==> src/rtl/mux_scan_pkg.sv <==
// Shared constants, state encoding and channel-search helpers for the
// mux scan controller.
//   N_CH    : number of mux channels
//   SEL_W   : select width, clog2(N_CH)
//   DWELL_W : width of the per-channel settle count
package mux_scan_pkg;

   localparam int unsigned N_CH    = 4;
   localparam int unsigned SEL_W   = 2;
   localparam int unsigned DWELL_W = 4;

   typedef logic [N_CH-1:0]    mask_t;
   typedef logic [SEL_W-1:0]   sel_t;
   typedef logic [DWELL_W-1:0] dwell_t;

   typedef enum logic [1:0] {
      StIdle,
      StSettle,
      StDone
   } state_e;

   typedef struct packed {
      logic found;
      sel_t idx;
   } next_ch_t;

   // Lowest enabled index strictly above cur. Scanning downward and
   // overwriting leaves the lowest qualifying index in the result.
   function automatic next_ch_t next_above(input mask_t en, input sel_t cur);
      next_ch_t r;
      r = '0;
      for (int i = N_CH - 1; i >= 0; i--) begin
         if (i > int'(cur) && en[i]) begin
            r.found = 1'b1;
            r.idx   = sel_t'(i);
         end
      end
      return r;
   endfunction

   // Lowest enabled index overall; found=0 for an empty mask.
   function automatic next_ch_t lowest_en(input mask_t en);
      next_ch_t r;
      r = '0;
      for (int i = N_CH - 1; i >= 0; i--) begin
         if (en[i]) begin
            r.found = 1'b1;
            r.idx   = sel_t'(i);
         end
      end
      return r;
   endfunction

endpackage

==> src/rtl/mux_scan_ctrl_if.sv <==
// Bundle of the scan controller's control, mux and frame-handshake signals.
//   start/ch_en/dwell : scan request and its configuration
//   sel/mux_out       : connection to the 4:1 mux
//   frame/frame_valid/frame_ready : captured frame and its handshake
//   busy              : scan in progress or frame pending
// slave is the controller's view; master is the surrounding system's view.
interface mux_scan_ctrl_if;
   import mux_scan_pkg::*;

   logic   start;
   mask_t  ch_en;
   dwell_t dwell;
   sel_t   sel;
   logic   mux_out;
   mask_t  frame;
   logic   frame_valid;
   logic   frame_ready;
   logic   busy;

   modport slave (
      input  start, ch_en, dwell, mux_out, frame_ready,
      output sel, frame, frame_valid, busy
   );

   modport master (
      output start, ch_en, dwell, mux_out, frame_ready,
      input  sel, frame, frame_valid, busy
   );

endinterface

==> src/rtl/mux_scan_next.sv <==
// Combinational next-channel search for the scan sequence.
//   en_i       : latched channel enable mask
//   sel_i      : currently selected channel
//   sel_nxt_o  : lowest enabled channel above sel_i (valid when has_next_o)
//   has_next_o : a higher-index enabled channel exists
module mux_scan_next
   import mux_scan_pkg::*;
(
   input  mask_t en_i,
   input  sel_t  sel_i,
   output sel_t  sel_nxt_o,
   output logic  has_next_o
);

   next_ch_t nxt;

   always_comb begin
      nxt        = next_above(en_i, sel_i);
      sel_nxt_o  = nxt.idx;
      has_next_o = nxt.found;
   end

endmodule

==> src/rtl/mux_scan_ctrl.sv <==
// Scanned channel sampler in front of a 4:1 single-bit mux. Steps sel through
// the enabled channels in ascending order, holds each for dwell+1 cycles,
// samples mux_out on the last cycle of each channel, and presents the frame
// over a valid/ready handshake.
//   clk   : rising-edge clock
//   rst_n : asynchronous active-low reset
//   bus   : control, mux and frame handshake signals (slave view)
// All outputs come straight from registers or decoded state.
module mux_scan_ctrl
   import mux_scan_pkg::*;
(
   input logic            clk,
   input logic            rst_n,
   mux_scan_ctrl_if.slave bus
);

   state_e   state_q, state_d;
   sel_t     sel_q, sel_d;
   dwell_t   cnt_q, cnt_d;
   mask_t    en_q, en_d;
   dwell_t   dwell_q, dwell_d;
   mask_t    frame_q, frame_d;

   sel_t     sel_nxt;
   logic     has_next;
   next_ch_t first_ch;

   mux_scan_next u_next (
      .en_i       (en_q),
      .sel_i      (sel_q),
      .sel_nxt_o  (sel_nxt),
      .has_next_o (has_next)
   );

   always_comb begin
      state_d  = state_q;
      sel_d    = sel_q;
      cnt_d    = cnt_q;
      en_d     = en_q;
      dwell_d  = dwell_q;
      frame_d  = frame_q;
      first_ch = lowest_en(bus.ch_en);

      unique case (state_q)
         StIdle: begin
            if (bus.start) begin
               en_d    = bus.ch_en;
               dwell_d = bus.dwell;
               frame_d = '0;
               if (!first_ch.found) begin
                  state_d = StDone;
               end else begin
                  sel_d   = first_ch.idx;
                  cnt_d   = bus.dwell;
                  state_d = StSettle;
               end
            end
         end
         StSettle: begin
            if (cnt_q != '0) begin
               cnt_d = cnt_q - dwell_t'(1);
            end else begin
               frame_d[sel_q] = bus.mux_out;
               if (has_next) begin
                  sel_d = sel_nxt;
                  cnt_d = dwell_q;
               end else begin
                  state_d = StDone;
               end
            end
         end
         StDone: begin
            // start is deliberately not looked at here; a new scan needs IDLE.
            if (bus.frame_ready) begin
               state_d = StIdle;
            end
         end
         default: begin
            state_d = StIdle;
         end
      endcase
   end

   always_ff @(posedge clk or negedge rst_n) begin
      if (!rst_n) begin
         state_q <= StIdle;
         sel_q   <= '0;
         cnt_q   <= '0;
         en_q    <= '0;
         dwell_q <= '0;
         frame_q <= '0;
      end else begin
         state_q <= state_d;
         sel_q   <= sel_d;
         cnt_q   <= cnt_d;
         en_q    <= en_d;
         dwell_q <= dwell_d;
         frame_q <= frame_d;
      end
   end

   assign bus.sel         = sel_q;
   assign bus.frame       = frame_q;
   assign bus.frame_valid = (state_q == StDone);
   assign bus.busy        = (state_q != StIdle);

endmodule

==> src/flat_wrapper.sv <==
// flat-port wrapper written by rule: the top's interface ports become plain ports
module mux_scan_ctrl_flat import mux_scan_pkg::*;
  (clk, rst_n, bus_start, bus_ch_en, bus_dwell, bus_mux_out, bus_frame_ready, bus_sel, bus_frame, bus_frame_valid, bus_busy);
  mux_scan_ctrl_if bus_i ();
  input logic clk;
  input logic rst_n;
  input wire logic [$bits(bus_i.start)-1:0] bus_start;
  input wire logic [$bits(bus_i.ch_en)-1:0] bus_ch_en;
  input wire logic [$bits(bus_i.dwell)-1:0] bus_dwell;
  input wire logic [$bits(bus_i.mux_out)-1:0] bus_mux_out;
  input wire logic [$bits(bus_i.frame_ready)-1:0] bus_frame_ready;
  output wire logic [$bits(bus_i.sel)-1:0] bus_sel;
  output wire logic [$bits(bus_i.frame)-1:0] bus_frame;
  output wire logic [$bits(bus_i.frame_valid)-1:0] bus_frame_valid;
  output wire logic [$bits(bus_i.busy)-1:0] bus_busy;
  assign bus_i.start = bus_start;
  assign bus_i.ch_en = bus_ch_en;
  assign bus_i.dwell = bus_dwell;
  assign bus_i.mux_out = bus_mux_out;
  assign bus_i.frame_ready = bus_frame_ready;
  assign bus_sel = bus_i.sel;
  assign bus_frame = bus_i.frame;
  assign bus_frame_valid = bus_i.frame_valid;
  assign bus_busy = bus_i.busy;
  mux_scan_ctrl u_core (.clk(clk), .rst_n(rst_n), .bus(bus_i));
endmodule
==> config.mk <==
export PLATFORM = sky130hd
export DESIGN_NAME = mux_scan_ctrl_flat
export DESIGN_NICKNAME = d
export VERILOG_FILES = /design/src/rtl/mux_scan_pkg.sv /design/src/rtl/mux_scan_ctrl_if.sv /design/src/rtl/mux_scan_next.sv /design/src/rtl/mux_scan_ctrl.sv /design/src/flat_wrapper.sv
export SDC_FILE = /design/constraint.sdc
export NUM_CORES = 1
export LEC_CHECK = 0
export CAP_MARGIN = 20
export CORE_MARGIN = 10
export CORE_UTILIZATION = 51
export CTS_CLUSTER_SIZE = 20
export DETAILED_ROUTE_END_ITERATION = 8
export HOLD_SLACK_MARGIN = 0.03
export PLACE_DENSITY = 0.81
export SYNTH_ARGS = -nofsm -noshare
export SYNTH_HDL_FRONTEND = slang
export SYNTH_SLANG_ARGS = --single-unit
==> constraint.sdc <==
create_clock -name clk -period 2 [get_ports clk]
set_input_delay 0.2 -clock clk [delete_from_list [all_inputs] [get_ports clk]]
set_output_delay 0.2 -clock clk [all_outputs]
set_load 0.03 [all_outputs]
==> impl_metrics.json <==
{
  "status": "finished clean",
  "ys_seq_area_share_pct": 42.3,
  "grt_use_met2_pct": 21.9,
  "globalRouteTotalUtil_pct": 13.6,
  "tritoncts": "yes",
  "vias": 1061,
  "slew_violations": 0,
  "worstSkewPairLatency_ns": 0.29,
  "fp.dieArea_um2": 4480,
  "finalSetupViolCount": 0,
  "hold_ws_ns": 0.231,
  "post_cts_resize_count": 0,
  "path_clk_slew_ns": 0.11,
  "final_antenna_net_count": 0,
  "gp_congestion": 0.904,
  "cts_buffers": 3,
  "crit_arrival_ns": 2.09,
  "core_um2": 2020,
  "syn-instance-count": 124,
  "first_iter_violations": 80,
  "layout_worst_path_cycle_share_pct": 95.3,
  "start_util_pct": 55.6,
  "grt_pass1_vias": 1111,
  "synth-async-reset-ratio_pct": 100,
  "grt_pass1_wl_um": 4860,
  "cts_sinks": 19,
  "period_needed_ns": 1.91,
  "rsz0062_at_grt": "false",
  "syn2layout_area_growth_pct": 27.7,
  "synth_edf_count": 0,
  "drc": 0,
  "ios": 21,
  "worst-setup-path-type": "reg2reg",
  "critPathLaunchType": "flop",
  "fillers": 162,
  "cts_buffer_depth": 2,
  "r2r_slack_ns": 0.09,
  "drive_gt1_share_pct": 15.8,
  "finClkSkew_ns": 0.00182,
  "rr_startpoint": "u_core.cnt_q[1]$_DFFE_PN0P_",
  "yosys.area.top_type": "dfrtp_1",
  "fin_setup_tns_ns": 0,
  "dp_hpwl_um": 2160,
  "relSlewSlack_pct": 71.3,
  "tightest_slew_ns": 0.430,
  "gr-usage-met1_pct": 16.7,
  "reg2reg_to": "u_core.cnt_q[1]$_DFFE_PN0P_",
  "cts_htree_levels": 1,
  "ir_drop_mv": 0.896,
  "synth_ff_type": "dfrtp_1",
  "met3_usage_pct": 3.34,
  "viasPerCell": 5.93,
  "worstPathRequired_ns": 2.19,
  "fmax_mhz": 525,
  "holdBufCountCts": 0,
  "overflow": 0,
  "synth_area_um2": 1120,
  "synth.net_count": 138,
  "yosysWarnings": 0,
  "nNetsFinal": 167,
  "yosysUniqueCellTypes": 42,
  "post_cts_buffers": 0,
  "power_density_nw_per_um2": 1580,
  "reg2regPathDepth": 6,
  "synth.avg_cell_area_um2": 9.07,
  "synth_top_area_share_pct": 42.3,
  "hold_class": "in2async",
  "drt_pass1_iterations": 4,
  "leakage_nw": 0.634,
  "final_cell_mix": "nand2_1, clkdlybuf4s50_1, dfrtp_1, inv_1, buf_4",
  "seq_area_um2": 475,
  "die_w_um": 67.0,
  "die_h_um": 67.0,
  "cts_root_buf": "clkbuf_4",
  "synth.area.top_cells": "dfrtp_1, nand2_1, o311ai_0",
  "routed_wl_um": 2830,
  "insertedDiodeCount": 0,
  "numPortBuffers": 20,
  "grt_antenna_before_repair": 0,
  "synth-seq-cells": 19,
  "maxCapViolCount": 0,
  "multi_input_area_um2": 593,
  "finalHoldViolations": 0,
  "layout_commonest_cell": "nand2_1",
  "wl_per_cell_um": 15.8,
  "cp-end-kind": "flop",
  "top_usage_layer": "met2",
  "crit_fanout": 4,
  "grt_max_degree": 20,
  "placementRows": 16
}
## registers in the layout (all words and copies together) (netlist names)
register / count
u_core.dwell_q: 4
u_core.state_q: 2
u_core.cnt_q: 4
u_core.en_q: 3
u_core.bus.sel: 2
u_core.bus.frame: 4
## cells by family (layout without fill, tap and decap cells)
kind of cell | count (synthesis) | count (layout) | synth area share, %
flops | 19 | 19 | 42.3
simple gates | 52 | 52 | 24.1
mux | 1 | 1 | 1.33
fa+ha+maj | 1 | 1 | 1.11
buf+inv | 15 | 43 | 5.56
compound gates | 36 | 36 | 25.6
## cell usage after synthesis (2+ instances only)
cell type	number
nor2_1	7
nor3b_2	2
nand2b_1	2
nand2_1	25
a21oi_1	4
inv_1	10
o21ai_0	7
buf_2	2
o41ai_1	3
nor3b_1	2
a22oi_1	2
a221o_1	2
clkbuf_1	2
nand3_1	2
or3b_2	2
nor3_1	2
o311ai_0	5
dfrtp_1	19
## power by group
group | switching (mW) | total, mW | internal, mW
registers | 0.180 | 0.744 | 0.564
clock network | 0.117 | 0.194 | 0.0775
logic | 0.727 | 1.33 | 0.608
## per-layer routing
metal  part of all wire, %  vias to the layer above  routed length [um]
met1                    45                      511                1280
met4                  0.67                        0                  19
li1                      -                      511                   -
met3                   8.0                        2                 228
met5                     0                        -                   0
met2                    46                       37                1310
## critical path, stage by stage, from the launching register on
cell	delay [ns]
dfrtp_1	0.45
inv_1	0.08
ha_1	0.19
or3b_2	0.48
nor2_2	0.19
a21oi_2	0.11
mux2_4	0.31
## per-stage QoR
| step | area, um^2 | setup WS [ns] | cells | util [%] | power, mW |
|---|---|---|---|---|---|
| after floorplan | 1120 | 0.179 | 124 | - | 1.62 |
| after global placement | 1400 | 0.0864 | 175 | 69.3 | 2.01 |
| after detailed placement | 1400 | 0.0525 | 175 | 69.3 | 2.06 |
| after CTS | 1430 | 0.0388 | 179 | 70.6 | 2.26 |
| after global routing | 1440 | 0.00358 | 179 | 71.0 | 2.45 |
| final | 1440 | 0.0945 | 179 | 71.0 | 2.27 |
## worst max-delay path by stage
stage                                        from                           to  cells after the start
global placement                     bus_ch_en[0]  u_core.cnt_q[1]$_DFFE_PN0P_                      5
finish                u_core.cnt_q[1]$_DFFE_PN0P_  u_core.cnt_q[1]$_DFFE_PN0P_                      6
detailed placement                   bus_ch_en[0]  u_core.cnt_q[1]$_DFFE_PN0P_                      5
floorplan             u_core.cnt_q[0]$_DFFE_PN0P_  u_core.cnt_q[1]$_DFFE_PN0P_                      6
global route          u_core.cnt_q[1]$_DFFE_PN0P_  u_core.cnt_q[1]$_DFFE_PN0P_                      6
CTS                 u_core.state_q[1]$_DFFE_PN0P_              bus_frame_valid                      3
## final cells by class
type / instances / area share, %
timing repair buffer: 29 / 18.8
multi-input combinational: 90 / 41.3
tap: 27 / 2.35
inverter: 10 / 2.61
clock buffer: 4 / 1.83
sequential: 19 / 33.1
Power figures use the tool's default switching activity.
